--- src/rtl/pipe_stage_buf_if.sv ---
// Handshake bundle for pipe_stage_buf: upstream (in_*) and downstream (out_*) sides.
// A beat moves on a rising edge where valid & ready are both 1; once valid is raised, the producer
// holds valid and data stable until that edge. ready may rise and fall freely. data is don't-care while valid=0.
interface pipe_stage_buf_if #(
  parameter int DATA_W = 256
);
  logic              in_valid;
  logic              in_ready;
  logic [DATA_W-1:0] in_data;
  logic              out_valid;
  logic              out_ready;
  logic [DATA_W-1:0] out_data;

  modport slave (
    input  in_valid,
    input  in_data,
    input  out_ready,
    output in_ready,
    output out_valid,
    output out_data
  );

  modport master (
    output in_valid,
    output in_data,
    output out_ready,
    input  in_ready,
    input  out_valid,
    input  out_data
  );
endinterface

--- src/rtl/pipe_stage_buf.sv ---
// Elastic pipeline register: NUM_STAGES valid/ready stages fed through a registered skid entry,
// with flush, a saturating stall counter and an occupancy count.
module pipe_stage_buf #(
  parameter int  DATA_W         = 256,
  parameter int  NUM_STAGES     = 1,
  parameter bit  CLEAR_ON_FLUSH = 1'b1,
  parameter int  CNT_W          = 16,
  localparam int OCC_W          = $clog2(NUM_STAGES + 2)
) (
  input  logic               CLK,
  input  logic               nRST,
  input  logic               flush,
  pipe_stage_buf_if.slave    bus,
  output logic [CNT_W-1:0]   stall_cnt,
  output logic [OCC_W-1:0]   occupancy
);

  logic [NUM_STAGES-1:0] v_q, v_d;
  logic [DATA_W-1:0]     data_q [NUM_STAGES];
  logic [DATA_W-1:0]     data_d [NUM_STAGES];
  logic                  skid_v_q, skid_v_d;
  logic [DATA_W-1:0]     skid_data_q, skid_data_d;
  logic                  in_ready_q, in_ready_d;
  logic [CNT_W-1:0]      stall_cnt_q, stall_cnt_d;
  logic [OCC_W-1:0]      occ_q, occ_d;

  logic [NUM_STAGES:0]   adv;
  logic                  chain;
  logic                  up_xfer;
  logic                  src_v;
  logic [DATA_W-1:0]     src_data;

  always_comb begin
    // Advance terms ripple back from the consumer; a hole anywhere lets everything behind it move.
    chain = bus.out_ready;
    adv   = '0;
    adv[NUM_STAGES] = chain;
    for (int i = NUM_STAGES - 1; i >= 0; i--) begin
      chain  = !v_q[i] | chain;
      adv[i] = chain;
    end

    up_xfer  = bus.in_valid & in_ready_q;
    src_v    = skid_v_q | up_xfer;
    src_data = skid_v_q ? skid_data_q : bus.in_data;

    v_d    = v_q;
    data_d = data_q;
    if (adv[0]) begin
      v_d[0]    = src_v;
      data_d[0] = src_data;
    end
    for (int i = 1; i < NUM_STAGES; i++) begin
      if (adv[i]) begin
        v_d[i]    = v_q[i-1];
        data_d[i] = data_q[i-1];
      end
    end

    skid_v_d    = skid_v_q;
    skid_data_d = skid_data_q;
    if (skid_v_q && adv[0]) begin
      skid_v_d = 1'b0;
    end else if (up_xfer && !adv[0]) begin
      skid_v_d    = 1'b1;
      skid_data_d = bus.in_data;
    end

    // Flush overrides every transfer computed above, including a beat offered this cycle.
    if (flush) begin
      v_d      = '0;
      skid_v_d = 1'b0;
      if (CLEAR_ON_FLUSH) begin
        skid_data_d = '0;
        for (int i = 0; i < NUM_STAGES; i++) begin
          data_d[i] = '0;
        end
      end
    end

    in_ready_d = !skid_v_d;

    stall_cnt_d = stall_cnt_q;
    if (v_q[NUM_STAGES-1] && !bus.out_ready && (stall_cnt_q != {CNT_W{1'b1}})) begin
      stall_cnt_d = stall_cnt_q + CNT_W'(1);
    end

    occ_d = OCC_W'(skid_v_d);
    for (int i = 0; i < NUM_STAGES; i++) begin
      occ_d = occ_d + OCC_W'(v_d[i]);
    end
  end

  always_ff @(posedge CLK) begin
    if (!nRST) begin
      v_q         <= '0;
      skid_v_q    <= 1'b0;
      skid_data_q <= '0;
      in_ready_q  <= 1'b1;
      stall_cnt_q <= '0;
      occ_q       <= '0;
      for (int i = 0; i < NUM_STAGES; i++) begin
        data_q[i] <= '0;
      end
    end else begin
      v_q         <= v_d;
      skid_v_q    <= skid_v_d;
      skid_data_q <= skid_data_d;
      in_ready_q  <= in_ready_d;
      stall_cnt_q <= stall_cnt_d;
      occ_q       <= occ_d;
      for (int i = 0; i < NUM_STAGES; i++) begin
        data_q[i] <= data_d[i];
      end
    end
  end

  assign bus.in_ready  = in_ready_q;
  assign bus.out_valid = v_q[NUM_STAGES-1];
  assign bus.out_data  = data_q[NUM_STAGES-1];
  assign stall_cnt     = stall_cnt_q;
  assign occupancy     = occ_q;

endmodule
--- src/flat_wrapper.sv ---
// flat-port wrapper written by rule: the top's interface ports become plain ports
module pipe_stage_buf_flat 
#(
  parameter int  DATA_W         = 256,
  parameter int  NUM_STAGES     = 1,
  parameter bit  CLEAR_ON_FLUSH = 1'b1,
  parameter int  CNT_W          = 16,
  localparam int OCC_W          = $clog2(NUM_STAGES + 2)
)
  (CLK, nRST, flush, stall_cnt, occupancy, bus_in_valid, bus_in_data, bus_out_ready, bus_in_ready, bus_out_valid, bus_out_data);
  pipe_stage_buf_if #(.DATA_W(DATA_W)) bus_i ();
  input  logic CLK;
  input  logic nRST;
  input  logic flush;
  output logic [CNT_W-1:0] stall_cnt;
  output logic [OCC_W-1:0] occupancy;
  input wire logic [$bits(bus_i.in_valid)-1:0] bus_in_valid;
  input wire logic [$bits(bus_i.in_data)-1:0] bus_in_data;
  input wire logic [$bits(bus_i.out_ready)-1:0] bus_out_ready;
  output wire logic [$bits(bus_i.in_ready)-1:0] bus_in_ready;
  output wire logic [$bits(bus_i.out_valid)-1:0] bus_out_valid;
  output wire logic [$bits(bus_i.out_data)-1:0] bus_out_data;
  assign bus_i.in_valid = bus_in_valid;
  assign bus_i.in_data = bus_in_data;
  assign bus_i.out_ready = bus_out_ready;
  assign bus_in_ready = bus_i.in_ready;
  assign bus_out_valid = bus_i.out_valid;
  assign bus_out_data = bus_i.out_data;
  pipe_stage_buf #(.DATA_W(DATA_W), .NUM_STAGES(NUM_STAGES), .CLEAR_ON_FLUSH(CLEAR_ON_FLUSH), .CNT_W(CNT_W)) u_core (.CLK(CLK), .nRST(nRST), .flush(flush), .bus(bus_i), .stall_cnt(stall_cnt), .occupancy(occupancy));
endmodule
--- config.mk ---
export PLATFORM = sky130hd
export DESIGN_NAME = pipe_stage_buf_flat
export DESIGN_NICKNAME = d
export VERILOG_FILES = /design/src/rtl/pipe_stage_buf_if.sv /design/src/rtl/pipe_stage_buf.sv /design/src/flat_wrapper.sv
export SDC_FILE = /design/constraint.sdc
export NUM_CORES = 1
export LEC_CHECK = 0
export BUFFER_PORTS_ARGS = -buffer_cell sky130_fd_sc_hd__clkbuf_2
export CORE_ASPECT_RATIO = 2
export CORE_MARGIN = 4
export CORE_UTILIZATION = 50
export CTS_CLUSTER_DIAMETER = 150
export CTS_CLUSTER_SIZE = 8
export DETAILED_ROUTE_END_ITERATION = 12
export MAX_ROUTING_LAYER = met4
export PLACE_DENSITY = 0.76
export SLEW_MARGIN = 0
export SYNTH_ARGS = -nofsm -noshare
export SYNTH_HDL_FRONTEND = slang
export SYNTH_SLANG_ARGS = --single-unit
--- constraint.sdc ---
create_clock -name CLK -period 2.4 [get_ports CLK]
set_clock_uncertainty 0.1 [all_clocks]
set_input_delay 0.24 -clock CLK [delete_from_list [all_inputs] [get_ports CLK]]
set_output_delay 0.24 -clock CLK [all_outputs]
set_load 0.03 [all_outputs]
==> flow_summary.toml <==
[die]
coreArea_um2 = 41000
dieArea_um2 = 44900
die_height_um = 296
die_w_um = 152
io_pins = 537
core.rowCount = 105
start_util = 0.505

[global_route]
grt_overflow = 0
grt_pass1_wl_um = 109000
antenna_found_initial = 10
grt_pass1_vias = 20700
grtUsageTotal = 0.302
grt_max_degree = 125

[placement]
io_buffer_count = 536
gp_congestion = 0.925
dpl.hpwl_um = 42300
preCtsSetupSlack_ns = 0.278

[cts]
cts_tree = "yes"
clk_pin_slew_ns = 0.05
cts_sinks = 533
clock-root-buffer = "clkbuf_16"
cts_buffers = 76
clock_latency_ns = 0.58
htree_levels = 3
cts_setup_buffers = 0
clock_path_buffers = 3

[pwr]
power_uw = 20600
p_leak_uw = 0.0113
p_comb_frac = 0.100
p_sw_uw = 5080
p_int_uw = 15500
power.share.switching = 0.247
power_frac_seq = 0.449
p_per_area_nw_per_um2 = 719
clockPowerShare = 0.451
irDropWorstVdd_uv = 622

[timing]
setup_viol = 0
final-hold-violation-count = 0
timing.final.crit_period_ns = 2.20
tightest_slew_ns = 0.607
maxSlewHeadroom = 0.595
slew_violations = 0
rsz0062_at_grt = "false"
max_freq_mhz = 454
setup_slack_ns = 0.199
whs_ns = 0.0532
min_period_over_period = 0.917
tns_ns = 0

[run_status]
status = "finished, final reports clean"

[detailed_routing]
drt-initial-drc-count = 1130
ant_nets = 0
postRouteWirelength_um = 68800
vias_per_cell = 5.64
wl_per_cell_um = 18.9
drtPass1Iterations = 5
drc = 0
vias = 20500

[critical_path]
critPathLaunchType = "flip-flop"
crit_path_max_incr_delay_ns = 0.44
path_cells = "nor2b_1 -> nand3_4 -> buf_12 -> nand2_1 -> a21oi_1"
crit_type = "flip-flop to flip-flop"
critPathCaptureType = "flip-flop"
cp_num_buf_inv = 1
worstPathRequired_ns = 2.75
slowest_stage = "dfxtp_1"
cp_max_fo = 78
crit_arrival_ns = 2.55
cp_top_family = "simple AND/OR/NAND/NOR gates"

[yosys]
synth-seq-cells = 533
synth_nets = 2629
syn_inst = 2366
ys_warn_count = 0
synth_cell_type_count = 34
synthesis.area_um2 = 20700
postSynthAreaPerCell_um2 = 8.74
yosysSeqAreaShare = 0.516

[min_path]
hold_path.class = "primary input to flip-flop"

[final_layout]
fillers = 2822
drive_above_1_share = 0.221
area_growth_pct = 38.3
multi_input_area_um2 = 9240
nets = 3354
regArea_um2 = 10700

[flow_run]
drv_cap = 0
[synthesized netlist by cell type (all sizes together)]
library cell / number / share of area
o211ai: 2 / 0.00073
nand2b: 4 / 0.0012
buf: 59 / 0.012
o311ai: 3 / 0.0013
and2: 3 / 0.00091
o31ai: 5 / 0.0018
nor2b: 1 / 0.00030
a2111o: 1 / 0.00054
and4: 1 / 0.00042
inv: 3 / 0.00054
or4: 3 / 0.0011
a211oi: 256 / 0.093
a21oi: 269 / 0.065
nand4: 5 / 0.0018
clkbuf: 146 / 0.026
ha: 2 / 0.0012
and3: 1 / 0.00030
nand2: 521 / 0.095
nand3: 5 / 0.0012
nor2: 259 / 0.047
o21ai: 8 / 0.0019
nand3b: 1 / 0.00036
a31oi: 1 / 0.00030
or3: 8 / 0.0025
mux2i: 257 / 0.12
nor3: 2 / 0.00048
nor4: 2 / 0.00060
nand4b: 1 / 0.00042
or2: 1 / 0.00030
dfxtp: 533 / 0.52
o41ai: 3 / 0.0013
[cell usage in the layout, fill, tap and decap left out, types with 2 or more instances in the layout]
cell type      synthesis  routed
diode_2                0      14
clkinv_8               0       2
nand2b_1               4       2
nor3_1                 2       2
o21ai_0                8       8
clkbuf_2               0     536
a211oi_1             256     256
or4_1                  3       3
clkbuf_16              0      76
o41ai_1                3       3
o211ai_1               2       2
nor4_1                 2       2
nand3_1                5       4
buf_12                 0      24
a21oi_1              269     269
nor2_1               259     259
nand2_1              521     521
o311ai_0               3       3
dlygate4sd3_1          0     258
nand2b_4               0       2
ha_1                   2       2
buf_4                  0      34
o31ai_1                5       5
nand4_1                4       4
and2_1                 3       3
mux2i_1              257     257
inv_1                  3       3
dfxtp_1              533     532
or3_1                  7       7
[layer usage]
layer  vias up  routed length [µm]  global-route usage
met5         -                   0                   -
li1       9602                   -                   -
met1      9614               24600               0.326
met2      1065               34800               0.512
met3       265                4960              0.0625
met4         0                4450               0.179
[cells by family after synthesis]
kind of cell | Yosys count | synth area share
adder cells (fa/ha/maj) | 2 | 0.00121
flip-flops | 533 | 0.516
AND/OR/NAND/NOR | 818 | 0.153
multiplexers | 257 | 0.124
buffers and inverters | 208 | 0.0395
AO/OA/AOI/OAI | 548 | 0.166
[tightest hold or removal path: cells and delay by family]
family,cells,cell delay (ns)
AO/OA/AOI/OAI,1,0.09
AND/OR/NAND/NOR,1,0.23
buffers and inverters,1,0.13
[path summary, 6_finish.rpt]
path / start / to / slack (ns) / cells past startpoint
max: u_core.bus.out_valid / u_core.skid_data_q[106] / 0.20 / 5
min: bus_out_ready / u_core.stall_cnt[7] / 0.05 / 3
max reg2reg: u_core.bus.out_valid / u_core.skid_data_q[106] / 0.20 / 5
min reg2reg: u_core.skid_data_q[132] / u_core.skid_data_q[132] / 0.35 / 2
[power groups by stage]
stage | logic, µW | registers, µW | clock network (µW)
global placement | 1610 | 9380 | 0
finish | 2060 | 9230 | 9290
floorplan | 560 | 9770 | 0
global route | 2190 | 9250 | 9790
CTS | 2020 | 9220 | 9420
detailed placement | 1650 | 9400 | 0
[stage by stage]
stage / cell area, µm² / cells / util
after floorplan: 20700 / 2366 / -
after global placement: 24000 / 3290 / 0.586
after detailed placement: 24000 / 3290 / 0.586
after CTS: 28600 / 3630 / 0.697
after global routing: 28600 / 3640 / 0.698
final: 28600 / 3644 / 0.698
[state kept, by name, summed over array words and instances, names as in the netlist]
| register | cells |
|---|---|
| u_core.bus.out_valid | 1 |
| u_core.occupancy | 2 |
| u_core.skid_data_q | 256 |
| u_core.stall_cnt | 16 |
| u_core.bus.in_ready | 1 |
| u_core.bus.out_data | 256 |
| u_core.skid_v_q | 1 |
[area by class of cell]
cell class                 instances  share of cell area
antenna                           14             0.00122
clock buffer                      77              0.0666
clock inverter                     5             0.00267
inverter                           3            0.000394
multi-input combinational       1625               0.323
sequential                       533               0.373
tap                              535              0.0234
timing repair buffer             852               0.210
[what timing repair did]
action                    CTS  global route
hold endpoints to repair  513             0
gates resized for setup     0             0
hold buffers              258             0
Note: power is estimated with default switching activity, not from simulation.
